### config.mk
export PLATFORM = sky130hd
export DESIGN_NAME = mem_arbiter_flat
export DESIGN_NICKNAME = d
export VERILOG_FILES = /design/src/rtl/mem_arbiter_if.sv /design/src/rtl/mem_arbiter.sv /design/src/flat_wrapper.sv
export SDC_FILE = /design/constraint.sdc
export NUM_CORES = 1
export LEC_CHECK = 0
export BUFFER_PORTS_ARGS = -buffer_cell sky130_fd_sc_hd__buf_2
export CAP_MARGIN = 10
export CORE_ASPECT_RATIO = 0.75
export CORE_MARGIN = 2
export CORE_UTILIZATION = 49
export DETAILED_ROUTE_END_ITERATION = 16
export MAX_ROUTING_LAYER = met4
export PLACE_DENSITY = 0.85
export SETUP_SLACK_MARGIN = 0.1
export SLEW_MARGIN = 20
export SYNTH_ARGS = -nofsm -noshare
export SYNTH_HDL_FRONTEND = slang
export SYNTH_SLANG_ARGS = --single-unit
### constraint.sdc
create_clock -name clk -period 2.95 [get_ports clk]
set_input_delay 0.295 -clock clk [delete_from_list [all_inputs] [get_ports clk]]
set_output_delay 0.295 -clock clk [all_outputs]
set_load 0.005 [all_outputs]
### src/rtl/mem_arbiter_if.sv
// Bus bundle between two memory requesters, the arbiter and a single-port RAM.
// The master modport is the requester/RAM side; the slave modport is the arbiter.
interface mem_arbiter_if #(
    parameter int AW = 9,
    parameter int DW = 16
);
    logic          req0;
    logic          req1;
    logic [1:0]    cmd0;
    logic [1:0]    cmd1;
    logic [AW-1:0] addr0;
    logic [AW-1:0] addr1;
    logic [DW-1:0] wdata0;
    logic [DW-1:0] wdata1;
    logic          ack0;
    logic          ack1;
    logic [DW-1:0] rdata;
    logic [1:0]    grant;
    logic          busy;
    logic [1:0]    mem_cmd;
    logic [AW-1:0] mem_addr;
    logic [DW-1:0] mem_wdata;
    logic [DW-1:0] mem_rdata;

    modport master (
        output req0, req1, cmd0, cmd1, addr0, addr1, wdata0, wdata1, mem_rdata,
        input  ack0, ack1, rdata, grant, busy, mem_cmd, mem_addr, mem_wdata
    );

    modport slave (
        input  req0, req1, cmd0, cmd1, addr0, addr1, wdata0, wdata1, mem_rdata,
        output ack0, ack1, rdata, grant, busy, mem_cmd, mem_addr, mem_wdata
    );
endinterface

### src/rtl/mem_arbiter.sv
// Two-requester arbiter for a single-port RAM: IDLE->ISSUE->CAPTURE->ACK per access.
// Define MEM_ARB_ROUND_ROBIN_EN for round-robin ties; otherwise requester 0 has fixed priority.
module mem_arbiter #(
    parameter int AW = 9,
    parameter int DW = 16
) (
    input  logic          clk,
    input  logic          reset,
    mem_arbiter_if.slave  bus
);
    localparam logic [1:0] S_IDLE    = 2'd0;
    localparam logic [1:0] S_ISSUE   = 2'd1;
    localparam logic [1:0] S_CAPTURE = 2'd2;
    localparam logic [1:0] S_ACK     = 2'd3;

    localparam logic [1:0] CMD_NONE  = 2'b00;
    localparam logic [1:0] CMD_READ  = 2'b01;
    localparam logic [1:0] CMD_WRITE = 2'b10;

    function automatic logic is_access(input logic req, input logic [1:0] cmd);
        return req && ((cmd == CMD_READ) || (cmd == CMD_WRITE));
    endfunction

    logic [1:0]    state_q,     state_d;
    logic [1:0]    cmd_q,       cmd_d;
    logic          win_q,       win_d;
    logic [1:0]    grant_q,     grant_d;
    logic [1:0]    ack_q,       ack_d;
    logic          busy_q,      busy_d;
    logic [1:0]    mem_cmd_q,   mem_cmd_d;
    logic [AW-1:0] mem_addr_q,  mem_addr_d;
    logic [DW-1:0] mem_wdata_q, mem_wdata_d;
    logic [DW-1:0] rdata_q,     rdata_d;
`ifdef MEM_ARB_ROUND_ROBIN_EN
    logic          ptr_q,       ptr_d;
`endif

    logic          elig0_s;
    logic          elig1_s;
    logic          pick_s;
    logic [1:0]    sel_cmd_s;
    logic [AW-1:0] sel_addr_s;
    logic [DW-1:0] sel_wdata_s;

    assign elig0_s = is_access(bus.req0, bus.cmd0);
    assign elig1_s = is_access(bus.req1, bus.cmd1);

    // Winner selection among eligible requesters
    always_comb begin
        pick_s = 1'b0;
`ifdef MEM_ARB_ROUND_ROBIN_EN
        if (elig0_s && elig1_s) begin
            pick_s = ~ptr_q;
        end else if (elig1_s) begin
            pick_s = 1'b1;
        end else begin
            pick_s = 1'b0;
        end
`else
        if (elig0_s) begin
            pick_s = 1'b0;
        end else if (elig1_s) begin
            pick_s = 1'b1;
        end else begin
            pick_s = 1'b0;
        end
`endif
    end

    // Mux the winner's request fields
    always_comb begin
        sel_cmd_s   = bus.cmd0;
        sel_addr_s  = bus.addr0;
        sel_wdata_s = bus.wdata0;
        if (pick_s) begin
            sel_cmd_s   = bus.cmd1;
            sel_addr_s  = bus.addr1;
            sel_wdata_s = bus.wdata1;
        end else begin
            sel_cmd_s   = bus.cmd0;
            sel_addr_s  = bus.addr0;
            sel_wdata_s = bus.wdata0;
        end
    end

    // Next-state and next-output computation; outputs are all registered
    always_comb begin
        state_d     = state_q;
        cmd_d       = cmd_q;
        win_d       = win_q;
        grant_d     = grant_q;
        ack_d       = 2'b00;
        busy_d      = busy_q;
        mem_cmd_d   = CMD_NONE;
        mem_addr_d  = mem_addr_q;
        mem_wdata_d = mem_wdata_q;
        rdata_d     = rdata_q;
`ifdef MEM_ARB_ROUND_ROBIN_EN
        ptr_d       = ptr_q;
`endif
        case (state_q)
            S_IDLE: begin
                if (elig0_s || elig1_s) begin
                    state_d     = S_ISSUE;
                    cmd_d       = sel_cmd_s;
                    win_d       = pick_s;
                    grant_d     = pick_s ? 2'b10 : 2'b01;
                    busy_d      = 1'b1;
                    mem_cmd_d   = sel_cmd_s;
                    mem_addr_d  = sel_addr_s;
                    mem_wdata_d = sel_wdata_s;
`ifdef MEM_ARB_ROUND_ROBIN_EN
                    ptr_d       = pick_s;
`endif
                end else begin
                    state_d = S_IDLE;
                    grant_d = 2'b00;
                    busy_d  = 1'b0;
                end
            end
            S_ISSUE: begin
                state_d = S_CAPTURE;
            end
            S_CAPTURE: begin
                state_d = S_ACK;
                ack_d   = win_q ? 2'b10 : 2'b01;
                // RAM data for a read is valid during this cycle only
                if (cmd_q == CMD_READ) begin
                    rdata_d = bus.mem_rdata;
                end else begin
                    rdata_d = rdata_q;
                end
            end
            S_ACK: begin
                state_d = S_IDLE;
                grant_d = 2'b00;
                busy_d  = 1'b0;
            end
            default: begin
                state_d = S_IDLE;
                grant_d = 2'b00;
                busy_d  = 1'b0;
            end
        endcase
    end

    // State and output registers; reset drops any access in flight
    always_ff @(posedge clk or posedge reset) begin
        if (reset) begin
            state_q     <= S_IDLE;
            cmd_q       <= CMD_NONE;
            win_q       <= 1'b0;
            grant_q     <= 2'b00;
            ack_q       <= 2'b00;
            busy_q      <= 1'b0;
            mem_cmd_q   <= CMD_NONE;
            mem_addr_q  <= {AW{1'b0}};
            mem_wdata_q <= {DW{1'b0}};
            rdata_q     <= {DW{1'b0}};
`ifdef MEM_ARB_ROUND_ROBIN_EN
            ptr_q       <= 1'b1;
`endif
        end else begin
            state_q     <= state_d;
            cmd_q       <= cmd_d;
            win_q       <= win_d;
            grant_q     <= grant_d;
            ack_q       <= ack_d;
            busy_q      <= busy_d;
            mem_cmd_q   <= mem_cmd_d;
            mem_addr_q  <= mem_addr_d;
            mem_wdata_q <= mem_wdata_d;
            rdata_q     <= rdata_d;
`ifdef MEM_ARB_ROUND_ROBIN_EN
            ptr_q       <= ptr_d;
`endif
        end
    end

    assign bus.ack0      = ack_q[0];
    assign bus.ack1      = ack_q[1];
    assign bus.grant     = grant_q;
    assign bus.busy      = busy_q;
    assign bus.rdata     = rdata_q;
    assign bus.mem_cmd   = mem_cmd_q;
    assign bus.mem_addr  = mem_addr_q;
    assign bus.mem_wdata = mem_wdata_q;
endmodule
### src/flat_wrapper.sv
// flat-port wrapper written by rule: the top's interface ports become plain ports
module mem_arbiter_flat 
#(
    parameter int AW = 9,
    parameter int DW = 16
)
  (clk, reset, bus_req0, bus_req1, bus_cmd0, bus_cmd1, bus_addr0, bus_addr1, bus_wdata0, bus_wdata1, bus_mem_rdata, bus_ack0, bus_ack1, bus_rdata, bus_grant, bus_busy, bus_mem_cmd, bus_mem_addr, bus_mem_wdata);
  mem_arbiter_if #(.AW(AW), .DW(DW)) bus_i ();
  input  logic clk;
  input  logic reset;
  input wire logic [$bits(bus_i.req0)-1:0] bus_req0;
  input wire logic [$bits(bus_i.req1)-1:0] bus_req1;
  input wire logic [$bits(bus_i.cmd0)-1:0] bus_cmd0;
  input wire logic [$bits(bus_i.cmd1)-1:0] bus_cmd1;
  input wire logic [$bits(bus_i.addr0)-1:0] bus_addr0;
  input wire logic [$bits(bus_i.addr1)-1:0] bus_addr1;
  input wire logic [$bits(bus_i.wdata0)-1:0] bus_wdata0;
  input wire logic [$bits(bus_i.wdata1)-1:0] bus_wdata1;
  input wire logic [$bits(bus_i.mem_rdata)-1:0] bus_mem_rdata;
  output wire logic [$bits(bus_i.ack0)-1:0] bus_ack0;
  output wire logic [$bits(bus_i.ack1)-1:0] bus_ack1;
  output wire logic [$bits(bus_i.rdata)-1:0] bus_rdata;
  output wire logic [$bits(bus_i.grant)-1:0] bus_grant;
  output wire logic [$bits(bus_i.busy)-1:0] bus_busy;
  output wire logic [$bits(bus_i.mem_cmd)-1:0] bus_mem_cmd;
  output wire logic [$bits(bus_i.mem_addr)-1:0] bus_mem_addr;
  output wire logic [$bits(bus_i.mem_wdata)-1:0] bus_mem_wdata;
  assign bus_i.req0 = bus_req0;
  assign bus_i.req1 = bus_req1;
  assign bus_i.cmd0 = bus_cmd0;
  assign bus_i.cmd1 = bus_cmd1;
  assign bus_i.addr0 = bus_addr0;
  assign bus_i.addr1 = bus_addr1;
  assign bus_i.wdata0 = bus_wdata0;
  assign bus_i.wdata1 = bus_wdata1;
  assign bus_i.mem_rdata = bus_mem_rdata;
  assign bus_ack0 = bus_i.ack0;
  assign bus_ack1 = bus_i.ack1;
  assign bus_rdata = bus_i.rdata;
  assign bus_grant = bus_i.grant;
  assign bus_busy = bus_i.busy;
  assign bus_mem_cmd = bus_i.mem_cmd;
  assign bus_mem_addr = bus_i.mem_addr;
  assign bus_mem_wdata = bus_i.mem_wdata;
  mem_arbiter #(.AW(AW), .DW(DW)) u_core (.clk(clk), .reset(reset), .bus(bus_i));
endmodule
==> run_results.csv <==
group,metric,value,unit
hold_path,hp-class,"in -> async",
sta,relSlewSlack,0.431,
worst_setup_path,worstPathMaxFanout,25,
sta,setup_viol,0,
global_routing,gr-total-overflow,0,
worst_setup_path,timing.rr.start,"u_core.state_q[0]",
clock_tree,cts-htree-levels,2,
worst_setup_path,ff2ff_setup_slack,0.88,ns
global_routing,grt_pass1_vias,1796,
global_routing,antenna_found_initial,0,
layout,synthToLayoutAreaGrowth,30.6,%
logic_synthesis,yosysSeqAreaShare,0.548,
die,start_util,0.502,
die,pin_count,122,
place,numPortBuffers,121,
sta,fin_crit_sh,0.700,
place,place_hpwl,3880,µm
logic_synthesis,avgSynthCellArea,13.1,µm²
clock_tree,cts_made_buffers,5,
layout,final_util,0.656,
clock_tree,clk_path_buf_depth,2,
run_status,status,"finished, final reports clean",
sta,final_hold_viol_count,0,
power,p_leak,0.00147,µW
power,power.total,2830,µW
layout,finalNonFillerCells,362,
sta,tns,0,ns
clock_tree,clock_sinks,53,
die,die_w,85.1,µm
run,cap_violations,0,
die,coreArea,4820,µm²
layout,nets,378,
power,ir_worst_vdd,0.472,mV
power,power_density,895,nW/µm²
clock_tree,clock_latency,0.30,ns
worst_setup_path,cp_data_required_time,3.14,ns
worst_setup_path,cp.arrival,2.26,ns
die,die_area,5520,µm²
layout,antenna_cells,0,
clock_tree,cts_resized,0,
logic_synthesis,synth_seq_cells,53,
clock_tree,ctsHoldBuffers,0,
layout,n_fill_cell,386,
die,rows,22,
logic_synthesis,netlist_area,2420,µm²
layout,layout-drive-gt1-share,0.513,
detailed_routing,drt-total-wl,5300,µm
logic_synthesis,synthesis.nets,262,
detailed_routing,antenna_left,0,
sta,maxSlewViolCount,0,
detailed_routing,drt_pass1_iterations,4,
sta,worst_pin_slew,0.852,ns
sta,clock.fmax,484,MHz
global_routing,use_met1,0.254,
global_routing,use_met2,0.309,
clock_tree,post_cts_buffers,0,
logic_synthesis,ys_warn_count,0,
worst_setup_path,end_kind,"flop",
sta,rsz0062_at_grt,"no",
place,gp_congestion,0.865,
clock_tree,cts_tree,"yes",
global_routing,grt_pass1_wl,8370,µm
global_routing,grtUsageTotal,0.198,
place,placedCellCount,354,
global_routing,grt_max_degree,54,
worst_setup_path,start_kind,"flop",
detailed_routing,first_iter_violations,104,
clock_tree,cts.root.buffer_cell,"clkbuf_8",
sta,fin_crit,2.07,ns
detailed_routing,drcViolationCount,0,
detailed_routing,wire_per_inst,14.6,µm
worst_setup_path,crit_type,"reg -> reg",
global_routing,busiest_layer,"met2",
detailed_routing,vias_per_cell,5.37,
logic_synthesis,synth_cell_types,31,
worst_setup_path,reg2reg_depth,5,
clock_tree,cts.clk_slew.worst_paths,0.09,ns
logic_synthesis,synth_cells,185,
die,die_y,64.9,µm
global_routing,met3_usage,0.0535,
detailed_routing,vias,1944,
sta,fin_skew,0.00425,ns
worst_setup_path,timing.rr.end,"u_core.bus.mem_wdata[10]",
-- stage by stage --
| step | hold slack [ns] | setup slack, ns | cell area, µm² |
|---|---|---|---|
| after floorplan | 0.417 | 1.12 | 2420 |
| after global placement | 0.436 | 0.952 | 3040 |
| final | 0.137 | 0.884 | 3160 |
| after global routing | 0.195 | 0.751 | 3160 |
| after CTS | 0.217 | 0.870 | 3160 |
| after detailed placement | 0.449 | 0.873 | 3040 |
-- state kept, by name (all words and copies together), names as in the netlist --
register,flops
u_core.state_q,2
u_core.bus.mem_cmd,2
u_core.bus.rdata,16
u_core.bus.mem_wdata,16
u_core.bus.grant,2
u_core.bus.busy,1
u_core.cmd_q,2
u_core.ack_q,2
u_core.win_q,1
u_core.bus.mem_addr,9
-- kinds of logic after synthesis --
kind of cell             share of synthesized area
flip-flops                                   0.548
AO/OA/AOI/OAI                                0.188
AND/OR/NAND/NOR                              0.119
buffers and inverters                       0.0445
multiplexers                                0.0745
XOR/XNOR                                    0.0109
adder cells (fa/ha/maj)                     0.0155
-- cell usage in the layout (no fill, tap or decap), drive strengths merged --
master	instances
o21a	1
inv	4
a22o	3
o32ai	1
nand3b	27
ha	3
a21o	1
a31oi	1
nand2	3
mux2	16
dfrtp	53
bufinv	1
clkinv	1
xnor2	1
xor2	2
nor2b	4
a2111o	1
nand3	1
o21ai	3
a32oi	1
buf	124
a211oi	3
and2	2
nor2	2
clkbuf	7
a32o	2
and3b	2
a21boi	1
o221a	26
a21oi	4
nand2b	1
-- Yosys cell counts --
library cell  number  area share
dfrtp_1           53        0.55
nand3b_1          27       0.084
o221a_1           20       0.093
mux2_2            16       0.074
buf_2              8       0.017
o221a_2            6       0.028
inv_1              5      0.0078
a21oi_1            4      0.0083
clkbuf_1           4      0.0062
nor2b_1            4       0.010
a211oi_1           3      0.0093
a22o_1             3       0.011
buf_6              3       0.014
ha_1               3       0.016
nand2_1            3      0.0047
o21ai_0            3      0.0062
a32o_1             2      0.0083
and2_1             2      0.0052
and3b_1            2      0.0072
nor2_1             2      0.0031
xor2_1             2      0.0072
a2111o_1           1      0.0047
a21boi_0           1      0.0031
a21o_1             1      0.0031
a31oi_1            1      0.0026
a32oi_1            1      0.0036
nand2b_1           1      0.0026
nand3_1            1      0.0021
o21a_1             1      0.0031
o32ai_1            1      0.0036
xnor2_1            1      0.0036
-- per-layer routing --
metal / part of all wire / vias up
li1: - / 937
met1: 0.46 / 901
met2: 0.43 / 100
met3: 0.097 / 6
met4: 0.011 / 0
met5: 0 / -
-- worst max-delay path by stage --
stage / startpoint / end / slack (ns) / cells past startpoint
6_report: u_core.state_q[0] / u_core.bus.mem_wdata[10] / 0.88 / 5
5_1_grt: u_core.state_q[0] / u_core.bus.mem_wdata[10] / 0.75 / 5
4_1_cts: u_core.state_q[0] / u_core.bus.mem_wdata[10] / 0.87 / 5
3_5_place_dp: u_core.state_q[0] / u_core.bus.mem_wdata[10] / 0.87 / 5
3_3_place_gp: u_core.state_q[0] / u_core.bus.mem_wdata[8] / 0.95 / 5
2_1_floorplan: u_core.state_q[0] / u_core.bus.mem_addr[0] / 1.12 / 9
-- cell type report --
| type | instances | area [µm²] | area share |
|---|---|---|---|
| flip-flops and latches | 53 | 1330 | 0.420 |
| multi-input cells | 112 | 993 | 0.314 |
| repair buffers | 124 | 628 | 0.199 |
| clock buffers | 7 | 86.3 | 0.0273 |
| well taps | 60 | 75.1 | 0.0238 |
| clock inverters | 1 | 30.0 | 0.00950 |
| inverters | 5 | 20.0 | 0.00634 |
-- worst max-delay path, cell delays in order (launching register included) --
cell and delay [ns]:
dfrtp_1 0.39, inv_1 0.08, ha_1 0.34, inv_1 0.14, a2111o_1 0.64, o221a_2 0.37
-- power by group --
group | switching [µW] | internal (µW)
registers | 177 | 1060
logic | 472 | 622
clock network | 217 | 277
No activity file was read; power rests on OpenSTA's default activity.
